--- src/rtl/dds_freq_ctrl.sv ---
// DDS frequency controller: button edits with clamping, shift-add tuning word multiply, valid/ready offer.
// Build option: define FREQ_WRAP_EN to wrap out-of-range edits to the opposite limit instead of saturating.
module dds_freq_ctrl #(
    parameter int FREQ_W      = 24,
    parameter int TW_W        = 32,
    parameter int FREQ_MIN    = 1,
    parameter int FREQ_MAX    = 10_000_000,
    parameter int FREQ_INIT   = 1000,
    parameter int TW_SCALE    = 15271,
    parameter int SCALE_SHIFT = 8
) (
    input  logic              Fg_CLK,
    input  logic              RESET,
    input  logic              BTN_UP,
    input  logic              BTN_DN,
    input  logic              BTN_STEP,
    output logic [FREQ_W-1:0] FREQ_HZ,
    output logic [2:0]        STEP_IDX,
    output logic [TW_W-1:0]   TW,
    output logic              TW_VALID,
    input  logic              TW_READY,
    output logic              BUSY
);

    localparam int ACC_W = FREQ_W + 16;
    localparam int CNT_W = $clog2(FREQ_W);
    localparam logic [CNT_W-1:0]  LAST_CNT = CNT_W'(FREQ_W - 1);
    localparam logic [FREQ_W:0]   MAX_X    = (FREQ_W+1)'(FREQ_MAX);
    localparam logic [FREQ_W:0]   MIN_X    = (FREQ_W+1)'(FREQ_MIN);
`ifdef FREQ_WRAP_EN
    localparam logic [FREQ_W-1:0] OVF_LOAD = FREQ_W'(FREQ_MIN);
    localparam logic [FREQ_W-1:0] UNF_LOAD = FREQ_W'(FREQ_MAX);
`else
    localparam logic [FREQ_W-1:0] OVF_LOAD = FREQ_W'(FREQ_MAX);
    localparam logic [FREQ_W-1:0] UNF_LOAD = FREQ_W'(FREQ_MIN);
`endif

    typedef enum logic [1:0] {S_IDLE, S_CALC, S_OFFER} state_t;

    state_t            state_q, state_d;
    logic              up_q, dn_q, stp_q;
    logic [FREQ_W-1:0] freq_q, freq_d;
    logic [2:0]        idx_q, idx_d;
    logic              dirty_q;
    logic              edit;
    logic [FREQ_W-1:0] mult_q;
    logic [ACC_W-1:0]  addend_q;
    logic [ACC_W-1:0]  acc_q, acc_d;
    logic [ACC_W-1:0]  acc_scaled;
    logic [CNT_W-1:0]  cnt_q;
    logic [TW_W-1:0]   tw_q;
    logic [FREQ_W:0]   step_val, freq_ext, sum, diff;

    // Decade step table, widened by one bit so the sum/difference cannot overflow silently.
    always_comb begin
        step_val = (FREQ_W+1)'(1);
        case (idx_q)
            3'd0:    step_val = (FREQ_W+1)'(1);
            3'd1:    step_val = (FREQ_W+1)'(10);
            3'd2:    step_val = (FREQ_W+1)'(100);
            3'd3:    step_val = (FREQ_W+1)'(1_000);
            3'd4:    step_val = (FREQ_W+1)'(10_000);
            3'd5:    step_val = (FREQ_W+1)'(100_000);
            3'd6:    step_val = (FREQ_W+1)'(1_000_000);
            default: step_val = (FREQ_W+1)'(1);
        endcase
    end

    always_comb begin
        freq_ext = {1'b0, freq_q};
        sum      = freq_ext + step_val;
        diff     = freq_ext - step_val;
        edit     = up_q ^ dn_q;
        freq_d   = freq_q;
        if (up_q && !dn_q) begin
            freq_d = (sum > MAX_X) ? OVF_LOAD : sum[FREQ_W-1:0];
        end else if (dn_q && !up_q) begin
            // A borrow out of the top bit means the difference went negative.
            freq_d = (diff[FREQ_W] || (diff < MIN_X)) ? UNF_LOAD : diff[FREQ_W-1:0];
        end
        idx_d = idx_q;
        if (stp_q) begin
            idx_d = (idx_q == 3'd6) ? 3'd0 : idx_q + 3'd1;
        end
    end

    always_ff @(posedge Fg_CLK) begin
        if (RESET) begin
            state_q <= S_IDLE;
        end else begin
            state_q <= state_d;
        end
    end

    always_comb begin
        state_d = state_q;
        case (state_q)
            S_IDLE:  if (dirty_q) state_d = S_CALC;
            S_CALC:  if (cnt_q == LAST_CNT) state_d = S_OFFER;
            S_OFFER: if (TW_READY) state_d = S_IDLE;
            default: state_d = S_IDLE;
        endcase
    end

    always_comb begin
        BUSY     = (state_q != S_IDLE);
        TW_VALID = (state_q == S_OFFER);
    end

    always_comb begin
        acc_d      = acc_q + (mult_q[0] ? addend_q : '0);
        acc_scaled = acc_d >> SCALE_SHIFT;
    end

    always_ff @(posedge Fg_CLK) begin
        if (RESET) begin
            up_q     <= 1'b0;
            dn_q     <= 1'b0;
            stp_q    <= 1'b0;
            freq_q   <= FREQ_W'(FREQ_INIT);
            idx_q    <= 3'd0;
            dirty_q  <= 1'b1;
            mult_q   <= '0;
            addend_q <= '0;
            acc_q    <= '0;
            cnt_q    <= '0;
            tw_q     <= '0;
        end else begin
            up_q   <= BTN_UP;
            dn_q   <= BTN_DN;
            stp_q  <= BTN_STEP;
            freq_q <= freq_d;
            idx_q  <= idx_d;
            // A fresh edit wins over the clear so an edit landing on the snapshot edge is not lost.
            if (edit) begin
                dirty_q <= 1'b1;
            end else if (state_q == S_IDLE && dirty_q) begin
                dirty_q <= 1'b0;
            end
            case (state_q)
                S_IDLE: begin
                    if (dirty_q) begin
                        mult_q   <= freq_q;
                        addend_q <= ACC_W'(TW_SCALE);
                        acc_q    <= '0;
                        cnt_q    <= '0;
                    end
                end
                S_CALC: begin
                    acc_q    <= acc_d;
                    mult_q   <= mult_q >> 1;
                    addend_q <= addend_q << 1;
                    cnt_q    <= cnt_q + CNT_W'(1);
                    if (cnt_q == LAST_CNT) begin
                        tw_q <= acc_scaled[TW_W-1:0];
                    end
                end
                default: ;
            endcase
        end
    end

    assign FREQ_HZ  = freq_q;
    assign STEP_IDX = idx_q;
    assign TW       = tw_q;

endmodule
--- config.mk ---
export PLATFORM = sky130hd
export DESIGN_NAME = dds_freq_ctrl
export DESIGN_NICKNAME = d
export VERILOG_FILES = /design/src/rtl/dds_freq_ctrl.sv
export SDC_FILE = /design/constraint.sdc
export NUM_CORES = 1
export LEC_CHECK = 0
export BUFFER_PORTS_ARGS = -buffer_cell sky130_fd_sc_hd__buf_2
export CORE_AREA = 2 2 156 158
export CTS_BUF_LIST = sky130_fd_sc_hd__clkbuf_8
export DETAILED_ROUTE_END_ITERATION = 7
export DIE_AREA = 0 0 158 160
export HOLD_SLACK_MARGIN = 0.02
export PLACE_DENSITY = 0.71
export SKIP_CTS_REPAIR_TIMING = 1
export SLEW_MARGIN = 25
export SYNTH_ARGS = -nofsm -noshare
export SYNTH_HDL_FRONTEND = slang
export SYNTH_SLANG_ARGS = --single-unit
--- constraint.sdc ---
create_clock -name Fg_CLK -period 4.2 [get_ports Fg_CLK]
set_input_delay 0.84 -clock Fg_CLK [delete_from_list [all_inputs] [get_ports Fg_CLK]]
set_output_delay 0.84 -clock Fg_CLK [all_outputs]
set_load 0.005 [all_outputs]
# --- Yosys cells after proc, flatten, opt, wreduce, memory -nomap -nowiden ---
# Index checks and enable logic that the tools add are counted.
classes:
  n_lt_le_gt_ge: 2
  n_reduce_logical: 14
  eq_ne: 12
  bitwise_logic: 1
  addsub: 5
  mux: 19
op_table:
  columns: ["cell", "count"]
  rows:
  - ["$pmux W40 S2", 2]
  - ["$mux W24", 5]
  - ["$mux W40", 3]
  - ["$pmux W20 S6", 1]
  - ["$pmux W24 S2", 1]
  - ["$add A40 B40 Y40", 1]
  - ["$add A24 B25 Y25", 1]
  - ["$gt A25 B24 Y1 const B", 1]
  - ["$lt A25 B1 Y1 const B", 1]
  - ["$sub A24 B25 Y25", 1]
  - ["$pmux W5 S2", 1]
  - ["$eq A3 B3 Y1 const B", 3]
  - ["$eq A3 B2 Y1 const B", 2]
  - ["$mux W2", 3]
  - ["$pmux W2 S3", 1]
  - ["$reduce_bool A2 Y1", 3]
  - ["$add A5 B1 Y5 const B", 1]
  - ["$eq A5 B5 Y1 const B", 1]
  - ["$mux W5", 1]
  - ["$ne A2 B2 Y1 const B", 2]
  - ["$reduce_and A2 Y1", 2]
  - ["$add A3 B1 Y3 const B", 1]
  - ["$eq A3 B1 Y1 const B", 1]
  - ["$logic_and A1 B1 Y1", 3]
  - ["10 further kinds", 11]
totals:
  out_inout_bits: 61
  word_cells: 65
  reg_bits: 174
  inputBits: 6

# --- Longest topological paths before layout ---
# Gate-level depths: netlist of run 1.
depth:
  word_depth: 8
  depth_mapped: 22
  mapped_depth_nobuf: 21

# --- Worst setup path after synthesis of run 1 ---
# Ideal clock, no wire load.
synth_path:
  path_type: "reg-to-reg"
  startpoint: "register idx_q[2], in the netlist STEP_IDX[2]"
  endpoint: "register freq_q[3], in the netlist FREQ_HZ[3]"
  setup_slack_ns: -0.322
  stages_incl_launch_ff: 22
  arrival_ns: 4.383
  setup_time_ns: 0.140
  required_time_ns: 4.060
  synth_period_minus_slack_ns: 4.522
  n_path_buf: 1
  path_cell_list: "dfxtp_1 > clkbuf_1 > inv_1 > ha_1 > nor2_1 > inv_1 > nor3_1 > ha_1 > inv_1 > fa_1 > a211oi_2 > o21ai_1 > a31oi_2 > nor2_1 > o41ai_2 > mux2i_1 > o2111ai_1 > nor4b_4 > nor2_4 > and3_1 > o21ba_1 > o211ai_1"
synth_via:
  elab_chain_len: 8
  elab_cells_between_ends: 16
  classes_between: "add/sub (2); order compare (2); eq/ne (6); mux (5); reduce/logical (1)"
synth_lines:
  columns: ["item", "line", "rtl"]
  rows:
  - ["from (decl)", "43", "logic [2:0] idx_q, idx_d;"]
  - ["from (signal assigned)", "133", "idx_q <= idx_d;"]
  - ["$eq A3 B3 Y1, or another cell as far along", "57", "case (idx_q)"]
  - ["$pmux W20 S6 (*)", "57", null]
  - ["$sub A24 B25 Y25", "72", "diff = freq_ext - step_val;"]
  - ["$lt A25 B1 Y1", "79", "freq_d = (diff[FREQ_W] || (diff < MIN_X)) ? UNF_LOAD : diff[FREQ_W-1:0];"]
  - ["$logic_or A1 B1 Y1", "79", null]
  - ["$mux W24", "79", null]
  - ["$mux W24", "77", "end else if (dn_q && !up_q) begin"]
  - ["$mux W24 (*)", "75", "if (up_q && !dn_q) begin"]
  - ["to (signal assigned)", "120", "freq_q <= FREQ_W'(FREQ_INIT);"]
  - ["to (signal assigned)", "132", "freq_q <= freq_d;"]
  - ["to (decl)", "42", "logic [FREQ_W-1:0] freq_q, freq_d;"]
# Mark *: on every way between the ends. The rest lies on a longest branch, timed or not. The select of a mux whose other input is x is not followed.
# A chain may end at the register's enable or synchronous reset.

# --- Worst setup path in the final report of run 1 ---
layout_path:
  startpoint: "register idx_q[0], in the netlist STEP_IDX[0]"
  endpoint: "register freq_q[17], in the netlist FREQ_HZ[17]"
# The elaborated chain is that of the path after synthesis.

==> results of run 1 <==
## layer usage
| layer | GRT usage [%] | vias to the layer above | part of all wire [%] |
|---|---|---|---|
| li1 | - | 5729 | - |
| met1 | 37.9 | 5430 | 48 |
| met2 | 39.2 | 345 | 43 |
| met3 | 4.02 | 65 | 5.4 |
| met4 | 8.93 | 0 | 3.5 |
| met5 | 0 | - | 0 |
## layout make-up
type / count / share of cell area (%)
clock inverters: 15 / 1.14
multi-input cells: 1228 / 57.6
clock buffers: 17 / 1.71
flip-flops and latches: 174 / 25.4
well taps: 324 / 2.96
repair buffers: 194 / 9.66
inverters: 53 / 1.45
## state kept, by name, indices dropped and copies added (netlist names)
register and cells:
STEP_IDX 3, acc_q 40, up_q 1, FREQ_HZ 24
TW 32, stp_q 1, state_q 2, dirty_q 1
dn_q 1, addend_q 40, cnt_q 5, mult_q 24
## layout by cell type (no fill, tap or decap), types with 20 or more instances in the layout
master / n
o21ai_0: 54
nor3_1: 22
inv_1: 50
dfxtp_1: 172
a311oi_1: 24
buf_4: 121
a21oi_1: 170
a21o_1: 21
ha_1: 74
nand2_1: 239
nor2_1: 119
buf_2: 65
and2_1: 47
o21a_1: 20
nand3_1: 81
xnor2_1: 45
## power by group
part           leakage, uW  internal, uW  switching, uW
Sequential         0.00142          1750            112
Combinational      0.00411           901           1260
Clock             0.000197           537            659
## worst paths after layout
check | slack [ns] | to | cells past startpoint
worst max-delay path | -0.22 | FREQ_HZ[17] | 22
worst min register to register | 0.46 | TW[10] | 2
worst min-delay path | 0.46 | TW[10] | 2
worst max register to register | -0.22 | FREQ_HZ[17] | 22
## cells in the mapped netlist (20+ instances only)
cell type | instances | area share, %
ha_1 | 78 | 8.4
nor3_1 | 25 | 1.1
nand3_1 | 83 | 3.6
a21o_1 | 21 | 1.4
and2_1 | 49 | 2.6
dfxtp_1 | 174 | 30
inv_1 | 51 | 1.6
a311oi_1 | 24 | 1.8
xnor2_1 | 49 | 3.7
nor2_1 | 127 | 4.1
o21a_1 | 20 | 1.3
a31oi_1 | 20 | 1.1
nand2_1 | 241 | 7.8
a21oi_1 | 176 | 7.6
o21ai_0 | 61 | 2.6
clkbuf_1 | 75 | 2.4
## logic make-up after synthesis
kind of cell	after synthesis	synth area share, %
AND/OR/NAND/NOR	624	25.0
buffers and inverters	152	5.35
adder cells (fa/ha/maj)	81	8.91
flip-flops	174	30.0
multiplexers	7	0.614
XOR/XNOR	62	4.67
AO/OA/AOI/OAI	453	25.4
## metrics by stage
step                cells  total power (uW)
finish               2005              5220
global route         2005              5500
CTS                  1995              5050
detailed placement   1963              3860
global placement     1963              3850
floorplan            1553              3130
## worst reg2reg max path, delay by kind of cell (launching register included)
family                   cells  cell delay (ns)
flip-flops                   1             0.34
buffers and inverters        5             0.66
XOR/XNOR                     1             0.11
AND/OR/NAND/NOR              6             1.00
AO/OA/AOI/OAI                7             1.49
adder cells (fa/ha/maj)      3             0.78
==> summary.txt, run 1 <==
Yosys
  – Synth warnings: 0
  – Asr flop ratio synth: 0%
  – Avg Cell Area, Syn: 7.48 sq um
  – Synthesized Nets: 1640
  – Yosys cell types: 86
  – Seq/Total Area, Yosys: 30.0%
  – Most used DFF post-synth: dfxtp_1
  – Netlist Area Pre-Place: 11600 sq um
  – #FFs+latches synth: 174
  – Number of flops mapped to enable cells by yosys: 0
  – Mapped Cells: 1553

Clock tree
  – Clk sinks: 174
  – CTS H-tree lvls: 4
  – CTS clk-pin slew, worst paths: 0.10 ns
  – Worst-Skew Late Latency: 0.47 ns
  – CTS tree: built
  – CTS buffer count: 17
  – Root buf cell: clkbuf_8
  – CTS max path bufs: 2

Critical path
  – Critical path class: reg -> reg
  – Worst endpoint required time: 4.61 ns
  – Delay-heaviest family, CP: compound AO/OA/AOI/OAI gates
  – Worst path cell trace: and2_4 > ha_4 > nor2_4 > inv_2 > nor3_4 > ha_2 > inv_2 > fa_2 > o21bai_4 > o2111ai_2 > a211o_2 > buf_6 > a21oi_4 > xnor2_2 > nor4_2 > buf_4 > nand3_4 > nand4_1 > o2111ai_4 > buf_4 > o221ai_1 > o211a_1
  – Critical Path End Type: register
  – Worst-path maximum fanout: 4
  – Worst setup startpoint: STEP_IDX[0]
  – Worst Path Buf+Inv: 5
  – Startpoint types: register
  – Crit-path slowest cell: fa_2
  – Slowest cell delay on critical path: 0.41 ns
  – Reg2Reg Launch Point: STEP_IDX[0]
  – Worst EP arrival: 4.82 ns

Timing
  – Worst slew pin tran: 1.05 ns
  – Slew margin rel.: 29.9%
  – Final period utilization: 105%
  – Final hold vios: 0
  – Final setup vio count: 22
  – Final worst slack: -0.216 ns
  – Minimum clock period: 4.42 ns
  – RSZ-0062 raised after global routing: yes
  – Slew Limit Fails: 0
  – Post-Route Hold Slack: 0.457 ns
  – TNS Setup: -2.81 ns
  – Fmax: 226 MHz
  – Final Skew: 0.0248 ns

Drt
  – Antenna viol nets, final: 0
  – DRT iter0 DRCs: 947
  – Drt total wl: 33400 microns
  – Via count: 11600
  – Post-route DRC violation count: 0
  – Drt pass-1 iters: 5
  – Wire per inst: 16.6 microns
  – Via density: 5.77

Global route
  – First-pass GRT wire length: 53600 microns
  – Vias in the first global route: 10500
  – Largest net degree at the start of global routing: 97
  – GRT Total Usage: 26.1%
  – Initial antenna violation count: 0
  – Total grt overflow: 0

Run
  – Max-Cap Viols: 0

Floorplan
  – Die width: 158 microns
  – Ports: 67
  – Starting density of the core: 48.8%
  – Num rows: 57
  – DIE AREA: 25300 sq um
  – CORE AREA: 23800 sq um
  – Die Y: 160 microns

Placement
  – I/O Buffers: 66
  – DPL Wire Length: 23900 microns
  – DP Area: 12900 sq um
  – GPL Wtd Cong: 0.984
  – Place WS: -0.213 ns

Pwr
  – Leak: 0.00573 uW
  – VDD IR max: 0.266 mV
  – P per Cell Area: 381 nW/um^2

Cells and area
  – Fillcell total: 2284
  – Layout Utilization: 57.5%
  – Register area: 3490 sq um
  – Area of the multi-input gates: 7900 sq um
  – Layout area overhead: 17.9%
  – Nets@finish: 1755
  – Ant diodes: 0
  – Layout cells sized above 1: 18.9%
  – Final instance area: 13700 sq um

Run status
  – Failing checks: setup timing
  – Status: finished with violations

Worst hold path
  – Min-delay worst type: reg -> reg
  – Hold Crit Start: TW[10]
Note: power is estimated with default switching activity, not from simulation.
==> run 2: changes to the inputs <==
--- a/config.mk
+++ b/config.mk
@@ -11,7 +11,7 @@
 export DETAILED_ROUTE_END_ITERATION = 7
 export DIE_AREA = 0 0 158 160
 export HOLD_SLACK_MARGIN = 0.02
-export PLACE_DENSITY = 0.71
+export PLACE_DENSITY = 0.69
 export SKIP_CTS_REPAIR_TIMING = 1
 export SLEW_MARGIN = 25
 export SYNTH_ARGS = -nofsm -noshare
==> constraint.sdc (replaced) <==
create_clock -name Fg_CLK -period 4.55 [get_ports Fg_CLK]
set_input_delay 0.91 -clock Fg_CLK [delete_from_list [all_inputs] [get_ports Fg_CLK]]
set_output_delay 0.91 -clock Fg_CLK [all_outputs]
set_load 0.005 [all_outputs]
==> summary.txt, run 2 (same netlist as run 1, synthesis figures left out) <==
Run status
  – Status: complete, no violations (was finished with violations)

Pwr
  – Sequential power share: 37.2% (was 35.7%)
  – Leak: 0.00547 uW (was 0.00573 uW)
  – Combinational Power Share: 39.2% (was 41.4%)
  – Switching share of power: 39.1% (was 38.9%)
  – VDD IR max: 0.211 mV (was 0.266 mV)
  – Switch Pwr: 1820 uW (was 2030 uW)
  – Power Internal: 2840 uW (was 3190 uW)
  – P per Cell Area: 351 nW/um^2 (was 381 nW/um^2)
  – Clock group share of total power: 23.6% (was 22.9%)

Timing
  – Final hold vios: 0 (unchanged)
  – Fmax: 225 MHz (was 226 MHz)
  – Worst slew pin tran: 0.989 ns (was 1.05 ns)
  – Minimum clock period: 4.45 ns (was 4.42 ns)
  – Final setup vio count: 0 (was 22)
  – Slew Limit Fails: 0 (unchanged)
  – Final period utilization: 97.7% (was 105%)
  – Slew margin rel.: 34.0% (was 29.9%)
  – Final worst slack: 0.104 ns (was -0.216 ns)
  – Final Skew: 0.0170 ns (was 0.0248 ns)

Placement
  – I/O Buffers: 66 (unchanged)
  – Place WS: -0.127 ns (was -0.213 ns)
  – Inst Count DP: 1907 (was 1963)
  – DPL Wire Length: 23300 microns (was 23900 microns)
  – GPL Wtd Cong: 0.947 (was 0.984)

Floorplan
  – Die Y: 160 microns (unchanged)
  – Die width: 158 microns (unchanged)
  – Ports: 67 (unchanged)
  – DIE AREA: 25300 sq um (unchanged)
  – Num rows: 57 (unchanged)
  – CORE AREA: 23800 sq um (unchanged)
  – Starting density of the core: 48.8% (unchanged)

Critical path
  – Worst-path maximum fanout: 6 (was 4)
  – R2R cell count: 22 (unchanged)
  – Critical path class: reg -> reg (unchanged)
  – Reg-to-Reg End: FREQ_HZ[3] (was FREQ_HZ[17])
  – Reg2Reg Setup Slack: 0.10 ns (was -0.22 ns)
  – Critical Path End Type: register (unchanged)
  – Worst EP arrival: 4.83 ns (was 4.82 ns)
  – Startpoint types: register (unchanged)
  – Worst endpoint required time: 4.94 ns (was 4.61 ns)
  – Reg2Reg Launch Point: STEP_IDX[1] (was STEP_IDX[0])

Clock tree
  – Worst-Skew Late Latency: 0.47 ns (about the same)
  – CTS tree: built (unchanged)
  – CTS buffer count: 17 (unchanged)
  – Root buf cell: clkbuf_8 (unchanged)
  – CTS max path bufs: 2 (unchanged)
  – CTS H-tree lvls: 4 (unchanged)
  – CTS clk-pin slew, worst paths: 0.09 ns (was 0.10 ns)
  – Clk sinks: 174 (unchanged)

Cells and area
  – Commonest non-fill, non-tap cells in the layout: 239 x nand2_1, 173 x dfxtp_1, 170 x a21oi_1 (was 239 x nand2_1, 172 x dfxtp_1, 170 x a21oi_1)
  – Ant diodes: 0 (unchanged)
  – Layout area overhead: 14.5% (was 17.9%)
  – Fillcell total: 2299 (was 2284)
  – Nets@finish: 1697 (was 1755)
  – Cell Count, Final, Fillers Out: 1947 (was 2005)
  – Layout cells sized above 1: 16.0% (was 18.9%)
  – Most common library cell in the layout ignoring fill and taps: nand2_1 (unchanged)

Global route
  – GRT Total Usage: 25.8% (was 26.1%)
  – First-pass GRT wire length: 53300 microns (was 53600 microns)
  – Total grt overflow: 0 (unchanged)
  – Largest net degree at the start of global routing: 90 (was 97)
  – Vias in the first global route: 10500 (about the same)
  – Initial antenna violation count: 0 (unchanged)

Drt
  – Drt total wl: 33100 microns (was 33400 microns)
  – Post-route DRC violation count: 0 (unchanged)
  – DRT iter0 DRCs: 972 (was 947)
  – Drt pass-1 iters: 5 (unchanged)
  – Via density: 5.86 (was 5.77)
  – Antenna viol nets, final: 0 (unchanged)
  – Via count: 11400 (was 11600)
  – Wire per inst: 17.0 microns (was 16.6 microns)

Run
  – Max-Cap Viols: 0 (unchanged)

Worst hold path
  – Worst Hold End: addend_q[25] (was TW[10])
  – Min-delay worst type: reg -> reg (unchanged)
  – Hold Crit Start: addend_q[24] (was TW[10])
  – WHS Path Cells: 2 (unchanged)
run 2: changes by cell type in the layout (fill, tap and decap cells not counted), moves of 3 or more:
cell      before  now
inv_6          7    2
o21ai_2        8    5
ha_1          74   70
buf_4        121   67
buf_6          8    3
clkinv_4       0    3
run 2: how the worst max path moves through the flow:
stage / from / slack, ns / cells past startpoint / to
after floorplan: STEP_IDX[2] / 0.03 / 21 / FREQ_HZ[3]
after global placement: STEP_IDX[1] / -0.03 / 22 / FREQ_HZ[11]
after detailed placement: STEP_IDX[1] / -0.13 / 22 / FREQ_HZ[11]
after CTS: STEP_IDX[1] / -0.17 / 22 / FREQ_HZ[11]
after global routing: STEP_IDX[1] / -0.12 / 21 / FREQ_HZ[2]
final: STEP_IDX[1] / 0.10 / 22 / FREQ_HZ[3]
run 2: area by class of cell:
| type | instances | area, sq um | area share [%] |
|---|---|---|---|
| Clock buffer | 18 | 248 | 1.86 |
| Clock inverter | 14 | 144 | 1.08 |
| Inverter | 53 | 199 | 1.50 |
| Multi-Input combinational cell | 1227 | 7920 | 59.5 |
| Sequential cell | 174 | 3480 | 26.2 |
| Tap cell | 324 | 405 | 3.05 |
| Timing Repair Buffer | 137 | 907 | 6.82 |
run 2: worst max-delay path, stage by stage, from the launching register on:
cell       delay [ns]
dfxtp_2          0.34
and2_4           0.16
ha_4             0.16
nor2_4           0.09
inv_2            0.06
nor3_4           0.20
ha_2             0.22
inv_2            0.04
fa_2             0.41
o21bai_4         0.17
o2111ai_2        0.16
a211o_2          0.41
buf_6            0.14
nand2b_1         0.06
a21oi_1          0.07
xnor2_1          0.17
nor4_2           0.34
nand3_1          0.17
nand4_1          0.19
o2111ai_4        0.22
buf_12           0.24
o21ba_4          0.18
o211ai_1         0.14
run 2: power groups by stage:
stage          combinational, uW  clock, uW  sequential [uW]
3_5_place_dp                1630          0             1770
4_1_cts                     1640       1120             1730
3_3_place_gp                1630          0             1770
6_report                    1830       1100             1740
5_1_grt                     1990       1190             1750
2_1_floorplan               1150          0             1720
run 2: metrics by stage:
stage / TNS, ns / hold slack [ns] / power (uW) / area, sq um / util (%)
3_3_place_gp: -0.0805 / 0.440 / 3400 / 12400 / 52.2
5_1_grt: -1.13 / 0.469 / 4930 / 13300 / 55.9
6_report: 0 / 0.452 / 4660 / 13300 / 55.9
4_1_cts: -1.77 / 0.457 / 4490 / 12800 / 53.9
3_5_place_dp: -1.09 / 0.444 / 3390 / 12400 / 52.3
2_1_floorplan: 0 / 0.437 / 2870 / 11600 / -
run 2: routing by layer:
metal / vias to the layer above / share of wire [%] / global-route usage, % / wire [microns]
met5: - / 0 / 0 / 0
met4: 0 / 2.9 / 10.4 / 958
li1: 5625 / - / - / -
met1: 5393 / 48 / 36.8 / 15800
met2: 325 / 44 / 38.9 / 14700
met3: 58 / 5.2 / 3.74 / 1730
